--- src/rtl/syscall_string_writer.sv ---
`default_nettype none
// =============================================================================
// Module  : syscall_string_writer
// Brief   : Read-string syscall engine; stores console bytes as a NUL-terminated
//           string through a byte-enabled write port into data memory.
// Rev     : 1.0
// =============================================================================
module syscall_string_writer #(
  parameter int MAX_LEN_W = 32
) (
  input  logic                 clk,
  input  logic                 rst_n,
  input  logic                 start_i,
  input  logic [31:0]          a0_i,
  input  logic [MAX_LEN_W-1:0] a1_i,
  input  logic                 in_valid_i,
  input  logic [7:0]           in_data_i,
  output logic                 in_ready_o,
  output logic                 mem_write_o,
  output logic [31:0]          mem_a_o,
  output logic [3:0]           mem_be_o,
  output logic [31:0]          mem_write_data_o,
  output logic                 busy_o,
  output logic                 done_o,
  output logic [MAX_LEN_W-1:0] count_o
);

  typedef enum logic [2:0] {
    S_IDLE  = 3'd0,
    S_RECV  = 3'd1,
    S_WRITE = 3'd2,
    S_TERM  = 3'd3,
    S_DONE  = 3'd4
  } state_t;

  state_t               state_q, state_d;
  logic [31:0]          ptr_q, ptr_d;
  logic [MAX_LEN_W-1:0] limit_q, limit_d;
  logic [MAX_LEN_W-1:0] count_q, count_d, count_inc;
  logic [7:0]           byte_q, byte_d;
  logic                 writing_d;

  logic                 in_ready_q, mem_write_q, busy_q, done_q;
  logic [31:0]          mem_a_q, mem_write_data_q;
  logic [3:0]           mem_be_q;

  assign count_inc = count_q + MAX_LEN_W'(1);

  always_comb begin
    state_d = state_q;
    ptr_d   = ptr_q;
    limit_d = limit_q;
    count_d = count_q;
    byte_d  = byte_q;
    case (state_q)
      S_IDLE: begin
        if (start_i) begin
          ptr_d   = a0_i;
          limit_d = a1_i;
          count_d = '0;
          if (a1_i == '0)                 state_d = S_DONE;
          else if (a1_i == MAX_LEN_W'(1)) state_d = S_TERM;
          else                            state_d = S_RECV;
        end
      end
      S_RECV: begin
        if (in_valid_i) begin
          // An in-stream NUL ends the string without being stored itself.
          if (in_data_i == 8'h00) begin
            state_d = S_TERM;
          end else begin
            byte_d  = in_data_i;
            state_d = S_WRITE;
          end
        end
      end
      S_WRITE: begin
        ptr_d   = ptr_q + 32'd1;
        count_d = count_inc;
        if (byte_q == 8'h0A || count_inc == limit_q - MAX_LEN_W'(1)) state_d = S_TERM;
        else                                                          state_d = S_RECV;
      end
      S_TERM:  state_d = S_DONE;
      S_DONE:  state_d = S_IDLE;
      default: state_d = S_IDLE;
    endcase
  end

  assign writing_d = (state_d == S_WRITE) || (state_d == S_TERM);

  // Outputs are registered from the next-state values so they line up with the
  // state they describe and never depend combinationally on the inputs.
  always_ff @(posedge clk or negedge rst_n) begin
    if (!rst_n) begin
      state_q          <= S_IDLE;
      ptr_q            <= '0;
      limit_q          <= '0;
      count_q          <= '0;
      byte_q           <= '0;
      in_ready_q       <= 1'b0;
      mem_write_q      <= 1'b0;
      mem_a_q          <= '0;
      mem_be_q         <= '0;
      mem_write_data_q <= '0;
      busy_q           <= 1'b0;
      done_q           <= 1'b0;
    end else begin
      state_q          <= state_d;
      ptr_q            <= ptr_d;
      limit_q          <= limit_d;
      count_q          <= count_d;
      byte_q           <= byte_d;
      in_ready_q       <= (state_d == S_RECV);
      mem_write_q      <= writing_d;
      mem_a_q          <= writing_d ? ptr_d : 32'd0;
      mem_be_q         <= writing_d ? (4'b0001 << ptr_d[1:0]) : 4'b0000;
      mem_write_data_q <= (state_d == S_WRITE) ? {4{byte_d}} : 32'd0;
      busy_q           <= (state_d == S_RECV) || (state_d == S_WRITE) || (state_d == S_TERM);
      done_q           <= (state_d == S_DONE);
    end
  end

  assign in_ready_o       = in_ready_q;
  assign mem_write_o      = mem_write_q;
  assign mem_a_o          = mem_a_q;
  assign mem_be_o         = mem_be_q;
  assign mem_write_data_o = mem_write_data_q;
  assign busy_o           = busy_q;
  assign done_o           = done_q;
  assign count_o          = count_q;

endmodule
`default_nettype wire

--- config.mk ---
export PLATFORM = sky130hd
export DESIGN_NAME = syscall_string_writer
export DESIGN_NICKNAME = d
export VERILOG_FILES = /design/src/rtl/syscall_string_writer.sv
export SDC_FILE = /design/constraint.sdc
export NUM_CORES = 1
export LEC_CHECK = 0
export CAP_MARGIN = 20
export CORE_MARGIN = 3
export CORE_UTILIZATION = 50
export DETAILED_ROUTE_END_ITERATION = 16
export GPL_TIMING_DRIVEN = 0
export PLACE_DENSITY = 0.89
export SLEW_MARGIN = 10
export SYNTH_ARGS = -nofsm -noshare
export SYNTH_HDL_FRONTEND = slang
export SYNTH_SLANG_ARGS = --single-unit
--- constraint.sdc ---
create_clock -name clk -period 4.4 [get_ports clk]
set_clock_uncertainty 0.1 [all_clocks]
set_input_delay 0.66 -clock clk [delete_from_list [all_inputs] [get_ports clk]]
set_output_delay 0.66 -clock clk [all_outputs]
set_load 0.02 [all_outputs]
* Yosys cells after proc, flatten, opt, wreduce, memory -nomap -nowiden
Index checks and enable logic that the tools add are counted.
** Cells by class
- Add/sub/neg operators :: 3
- Eq/ne operators :: 11
- Shift operators :: 1
- Muxes and demuxes :: 17
- Reductions and logical operators :: 10
** Operator list (number)
- 2-to-1 mux 32 bit :: 4
- one-hot mux 32 bit (2 select lines) :: 2
- adder 32 x 1 -> 32 bit (second input constant) :: 2
- == test 32 x 1 -> 1 bit (second input constant) :: 1
- == test 32 bit :: 1
- zero test 32 bit :: 1
- subtractor 32 x 1 -> 32 bit (second input constant) :: 1
- 2-to-1 mux 8 bit :: 3
- == test 3 x 2 -> 1 bit (second input constant) :: 4
- one-hot mux 3 bit (4 select lines) :: 1
- 2-to-1 mux 3 bit :: 3
- == test 8 x 4 -> 1 bit (second input constant) :: 1
- zero test 8 bit :: 1
- == test 3 x 1 -> 1 bit (second input constant) :: 2
- logical OR 1 bit :: 4
- 2-to-1 mux 2 bit :: 2
- 2-to-1 mux 4 bit :: 1
- AND reduction 2 bit :: 2
- << shifter 1 x 2 -> 4 bit (first input constant) :: 1
- == test 3 bit (second input constant) :: 1
- zero test 3 bit :: 1
- inequality test 2 bit (second input constant) :: 1
- nonzero test 2 bit :: 1
- 2-to-1 mux 1 bit :: 1
** Storage, ports and cells
- Bits in registers :: 179
- Input bits :: 76
- Output and inout port bits :: 104
- Logic and storage cells :: 54

* Depth between registers and ports, before layout
Gate-level depths: netlist of the first run.
- Depth in word-level cells :: 8
- Mapped depth :: 12
- Depth with buffers taken out :: 11

* Worst setup path after synthesis of the first run
OpenSTA, ideal clock, no wires.
- Kind :: register -> register
- Start point :: register limit_q[14]
- End point :: register in_ready_q, in the netlist in_ready_o
- Setup time :: 0.119 ns
- Arrival :: 3.145 ns
- Data required time :: 4.181 ns
- Path slack :: 1.036 ns
- Cell stages (with the launch flop) :: 12
- Path buffers :: 2
- Period minus slack after synthesis :: 3.364 ns
- Path through :: dfrtp_1 -> or4_4 -> or4_1 -> clkbuf_1 -> nor2_1 -> nand3b_1 -> xnor2_1 -> a2111oi_0 -> nand3_1 -> o31a_1 -> buf_2 -> and2_1
** On the way
- Longest elaborated chain between the ends :: 6
** RTL lines
- start: declaration :: RTL line 38 : logic [MAX_LEN_W-1:0] limit_q, limit_d;
- start signal: assignment :: RTL line 110 : limit_q <= limit_d;
- subtractor 32 x 1 -> 32 bit :: RTL line 80 : if (byte_q == 8'h0A || count_inc == limit_q - MAX_LEN_W'(1)) state_d = S_TERM;
- == test 32 bit :: RTL line 80
- logical OR 1 bit :: RTL line 80
- 2-to-1 mux 2 bit :: RTL line 80
- one-hot mux 3 bit (4 select lines) :: RTL line 55 : case (state_q)
- == test 3 x 1 -> 1 bit :: RTL line 113 : in_ready_q <= (state_d == S_RECV);
- end signal: assignment :: RTL line 113
- end: declaration :: RTL line 43 : logic in_ready_q, mem_write_q, busy_q, done_q;
Every way passes these cells.
A chain may end at the register's enable or synchronous reset.

* Final worst setup path of the first run
- Start point :: register limit_q[0]
- End point :: register in_ready_q, in the netlist in_ready_o
The elaborated chain is that of the path after synthesis.

==> flow_summary.toml, run 1 <==
[run_status]
status = "completed"

[logic_synthesis]
syn_avg_cell_area_um2 = 8.913
synth_cells = 947
synth_ff_type = "dfrtp_1"
synthArstFlopShare_pct = 100.0
ys_warn_count = 0
syn_nets = 1026
synth_top_cell_by_area = "dfrtp_1"
ys_seq_elements = 155
synth-edff-count = 0
synth.top_cell.area_share_pct = 45.95
syn_area_mm2 = 0.008441
ys_seq_area_share_pct = 45.95
synth_cell_type_count = 59
synth_area_leaders = "dfrtp_1 46%, nand2_1 7.2%, xnor2_1 5.6%"

[timing]
fin_crit_ns = 4.150
rsz0062_at_grt = "false"
timing_max_transition_violations_final = 0
finalSetupTns_ns = 0
hold_viol_final = 0
period_share_pct = 94.31
slew_headroom_pct = 29.40
setup_viol = 0
worst_pin_slew_ns = 1.051
clock.fmax_mhz = 241.0
hold_slack_ns = 0.07471

[placed_design]
dp_hpwl_um = 19090
globalplace.congestion = 0.9783
port_buffers = 178

[clock_tree]
clk_pin_slew_ns = 0.07
clkLatencyLatePin_ns = 0.43
h-tree-depth = 4
clock-root-buffer = "clkbuf_16"
tritoncts = "built"
cts_setup_buffers = 0
clk_path_buf_depth = 2
cts_sinks = 155
cts_made_buffers = 17

[worst_setup_path]
crit_family = "simple AND/OR/NAND/NOR gates"
cp_slowest_cell = "nor4b_1"
r2r_start = "limit_q[0]"
end_kind = "register"
crit_required_ns = 4.62
r2r_slack_ns = 0.25
cpPeakStageDelay_ns = 0.68
startpoint_type = "register"
crit_start = "limit_q[0]"
crit_chain = "inv_1 -> ha_1 -> nor4b_1 -> nand2_1 -> or4_1 -> mux2_2 -> nor4_1 -> nand4_1 -> o31a_1 -> buf_2 -> and2_1"
arrival_ns = 4.37
path_class = "reg2reg"
path_buf_inv = 2
cp_max_fo = 10

[detailed_routing]
wl_um = 26150
firstDrtPassIters = 5
drt_iter0_drc = 817
antenna_left = 0
route.vias.total = 8094
routedWlPerCell_um = 19.02
via_per_inst = 5.887
drc = 0

[final_layout]
finish.utilization_pct = 68.85
layout-drive-gt1-share_pct = 7.161
insertedDiodeCount = 0
multiInputGateArea_mm2 = 0.004131
areaGrowthSynthToFinish_pct = 31.91
seq_area_mm2 = 0.003879
nFillCells = 1199
final_nets = 1225

[floorplan]
start_util_pct = 52.19
die_x_um = 135.9
ioPinCount = 180
die_y_um = 135.9
dieArea_mm2 = 0.01848
coreArea_mm2 = 0.01617
rows = 46

[global_route]
antenna_found_initial = 0
grt_overflow = 0
grt_first_pass_wirelength_um = 40860
grt_usage_pct = 28.41
grt_max_degree = 86
grt_pass1_vias = 7780

[pwr]
ir_worst_vdd_uv = 365.4
cellPowerDensity_mw_per_mm2 = 622.5
power_leakage_nw = 4.749

[worst_hold_path]
min_path_type = "in2async"

[flow_run]
max_cap_violations = 0
cells in the final DEF, fill, tap and decap left out, types with 12 or more instances in the layout:
cell type,netlist,layout
a21oi_1,39,39
and2_1,17,17
and3_1,16,16
buf_4,24,24
clkbuf_1,35,35
clkbuf_16,0,17
clkdlybuf4s50_1,0,177
dfrtp_1,155,155
inv_1,21,21
mux2i_1,12,12
nand2_1,162,162
nand3_1,32,32
nand4_1,25,25
nor2_1,53,53
nor2b_1,26,26
nor3_1,33,33
nor4_1,17,17
o21ai_0,60,60
o22ai_1,20,20
o31ai_1,14,14
xnor2_1,54,54
xor2_1,21,21
sequential cells by signal, indices dropped and copies added, names as in the netlist:
signal,flops
mem_write_o,1
busy_o,1
ptr_q,32
done_o,1
mem_be_o,4
limit_q,32
in_ready_o,1
mem_write_data_o,8
byte_q,8
state_q,3
count_o,32
mem_a_o,32
metrics by stage:
stage	area, um2	setup WS (ns)	instances	total power, mW
floorplan	8441	1.036	947	4.228
finish	11130	0.2502	1375	6.931
global route	11130	0.03686	1375	7.305
global placement	10490	-3.585	1341	5.228
detailed placement	10530	0.3914	1343	5.342
CTS	11130	0.3494	1375	6.875
final cells by class:
cell class              instances  share of cell area [%]
multi-input cells             702                   37.11
flip-flops and latches        155                   34.84
repair buffers                180                   16.34
clock buffers                  17                   3.821
plain buffers                  68                   3.180
well taps                     216                   2.427
clock inverters                15                   1.551
inverters                      22                  0.7417
where the power goes:
part           internal [mW]  switching, mW  leakage, nW
Clock                  0.857          0.661        0.295
Combinational           1.31           1.74         2.46
Sequential              1.90          0.465         2.00
cells in the mapped netlist (3+ instances only):
library cell / count
a21o_1: 9
a21oi_1: 39
a221oi_1: 3
a22oi_1: 3
a31o_2: 3
a31oi_1: 5
and2_1: 17
and3_1: 16
and4_1: 8
buf_2: 7
buf_4: 24
clkbuf_1: 35
dfrtp_1: 155
ha_1: 3
inv_1: 21
mux2_2: 3
mux2i_1: 12
nand2_1: 162
nand2b_1: 5
nand3_1: 32
nand4_1: 25
nor2_1: 53
nor2b_1: 26
nor3_1: 33
nor4_1: 17
nor4b_1: 3
o21ai_0: 60
o22ai_1: 20
o31ai_1: 14
o41ai_1: 3
or2_2: 6
or3_1: 11
or4_1: 3
xnor2_1: 54
xor2_1: 21
cell families (layout without fill, tap and decap cells):
kind of cell               Yosys count  count (layout)  share of synthesized area (%)
DFF                                155             155                          45.95
AOI/OAI and AO/OA                  178             178                          12.91
and+or+nand+nor                    428             428                          25.10
adders and majority gates            3               3                         0.4448
xor gates and xnor gates            78              78                          8.598
muxes                               15              15                          1.823
buffers and inverters               90             302                          5.173
timing repair:
item,in CTS,in global routing
hold buffers,0,0
setup endpoints to repair,0,2
resized for setup,0,1
worst paths after layout:
path,depth (start not counted),endpoint
max in group asynchronous,2,limit_q[4]
max reg2reg,11,in_ready_o
max,11,in_ready_o
min reg2reg,1,byte_q[3]
min,1,count_o[26]
min in group clk,1,byte_q[3]
routing by layer:
layer	vias to the layer above	global-route usage [%]	routed length, um
met4	0	13.16	994
li1	3711	-	-
met2	511	44.22	12070
met1	3786	38.15	10710
met5	-	0	0
met3	86	6.218	2374
No activity file was read; power rests on OpenSTA's default activity.
==> inputs of run 2 (changes only) <==
--- a/config.mk
+++ b/config.mk
@@ -6,8 +6,10 @@
 export NUM_CORES = 1
 export LEC_CHECK = 0
 export CAP_MARGIN = 20
+export CORE_ASPECT_RATIO = 0.9
 export CORE_MARGIN = 3
 export CORE_UTILIZATION = 50
+export CTS_CLUSTER_DIAMETER = 80
 export DETAILED_ROUTE_END_ITERATION = 16
 export GPL_TIMING_DRIVEN = 0
 export PLACE_DENSITY = 0.89
==> run 2 against run 1 <==
- via count is 0.48% higher
- global-route usage decreased by 0.29 points
- power fell by 0.49%
- first-iteration DRC count up 17%
- critical path type unchanged
==> flow_summary.toml, run 2 (synthesis results as in run 1) <==
[detailed_routing]
via_per_inst = 5.958
firstDrtPassIters = 6
drc = 0
wl_um = 26140
route.vias.total = 8133
drt_iter0_drc = 956
routedWlPerCell_um = 19.15
antenna_left = 0

[flow_run]
max_cap_violations = 0

[worst_setup_path]
crit_chain = "inv_1 -> ha_1 -> nor4b_1 -> nand2_1 -> or4_1 -> mux2_2 -> nor4_1 -> nand4_1 -> o31a_1 -> buf_2 -> and2_1"
arrival_ns = 4.46
startpoint_type = "register"
end_kind = "register"
crit_required_ns = 4.62
cp_slowest_cell = "nor4b_1"
cpPeakStageDelay_ns = 0.79
cp_max_fo = 10
path_class = "reg2reg"
r2r.worst_path.cells = 11

[clock_tree]
clk_path_buf_depth = 2
h-tree-depth = 4
clock-root-buffer = "clkbuf_16"
cts_setup_buffers = 0
postCtsResizedCells = 0
cts_sinks = 155
tritoncts = "built"
clk_pin_slew_ns = 0.07
clkLatencyLatePin_ns = 0.43
cts_hold_buf = 0
cts_made_buffers = 17

[floorplan]
die_x_um = 143.0
die_y_um = 129.3
start_util_pct = 51.62
coreArea_mm2 = 0.01635
ioPinCount = 180
dieArea_mm2 = 0.01848
rows = 44

[global_route]
grt_pass1_vias = 7563
grt_max_degree = 80
grt_overflow = 0
grt_usage_pct = 28.13
grt_first_pass_wirelength_um = 40420
antenna_found_initial = 0

[pwr]
total_power_mw = 6.897
cellPowerDensity_mw_per_mm2 = 620.7
power_leakage_nw = 4.721
ir_worst_vdd_uv = 408.8

[worst_hold_path]
min_path_type = "in2async"

[final_layout]
stdcell_area_mm2 = 0.01111
nFillCells = 1254
layout-drive-gt1-share_pct = 7.081
finish.utilization_pct = 67.96
insertedDiodeCount = 0
multiInputGateArea_mm2 = 0.004125
final_common_cell = "clkdlybuf4s50_1"
final_nets = 1224
seq_area_mm2 = 0.003879
final_cell_mix = "177 x clkdlybuf4s50_1, 162 x nand2_1, 155 x dfrtp_1"
areaGrowthSynthToFinish_pct = 31.65

[placed_design]
globalplace.congestion = 0.9850
port_buffers = 178
placedInstanceArea_mm2 = 0.01051
dp_hpwl_um = 18850

[timing]
slew_headroom_pct = 29.47
worst_pin_slew_ns = 1.050
fin_crit_ns = 4.238
finalSetupTns_ns = 0
rsz0062_at_grt = "false"
period_share_pct = 96.32
setup_viol = 0
timing_max_transition_violations_final = 0
clock.fmax_mhz = 236.0
hold_viol_final = 0

[run_status]
status = "completed"
[run 2: changes by cell type in the layout (fill, tap and decap cells not counted), sizes merged]
| cell | before | now |
|---|---|---|
| inv | 30 | 29 |
| bufinv | 2 | 0 |
| buf | 36 | 35 |
| clkinv | 4 | 7 |
[run 2: per-stage QoR]
step,cells,worst slack (ns),hold slack [ns]
floorplan,947,1.036,0.2644
global placement,1332,-3.646,0.3536
detailed placement,1333,0.2810,0.3673
CTS,1365,0.2883,0.1194
global route,1365,0.05854,0.1399
finish,1365,0.1619,0.1045
[run 2: area by class of cell]
class	count	area share (%)
Multi-Input combinational cell	702	37.12
Tap cell	207	2.331
Clock inverter	15	1.554
Inverter	22	0.7432
Buffer	68	3.187
Sequential cell	155	34.91
Timing Repair Buffer	179	16.33
Clock buffer	17	3.828
[run 2: routing by layer]
metal / track usage (%) / vias to the layer above / part of all wire [%]
met1: 39.94 / 3912 / 43
met2: 42.02 / 454 / 44
met5: 0 / - / 0
met4: 10.68 / 0 / 3.1
li1: - / 3707 / -
met3: 6.863 / 60 / 10
[run 2: power breakdown]
| group | leakage (nW) | total (mW) | internal [mW] | switching [mW] |
|---|---|---|---|---|
| clock network | 0.289 | 1.47 | 0.766 | 0.709 |
| logic | 2.43 | 3.03 | 1.31 | 1.73 |
| registers | 2.00 | 2.39 | 1.90 | 0.488 |
[run 2: path summary, 6_finish.rpt]
check                      startpoint              endpoint  slack, ns
max                        limit_q[0]            in_ready_o       0.16
min                             rst_n           count_o[25]       0.10
max reg2reg                limit_q[0]            in_ready_o       0.16
min reg2reg                 byte_q[3]             byte_q[3]       0.38
max in group asynchronous       rst_n  mem_write_data_o[26]       3.29
min in group clk            byte_q[3]             byte_q[3]       0.38
[run 2: worst max-delay path: cells and delay by family, from the launching register on]
kind	cells	cell delay, ns
AOI/OAI and AO/OA	1	0.36
adders and majority gates	1	0.19
buffers and inverters	2	0.34
DFF	1	0.43
muxes	1	0.29
and+or+nand+nor	6	2.42
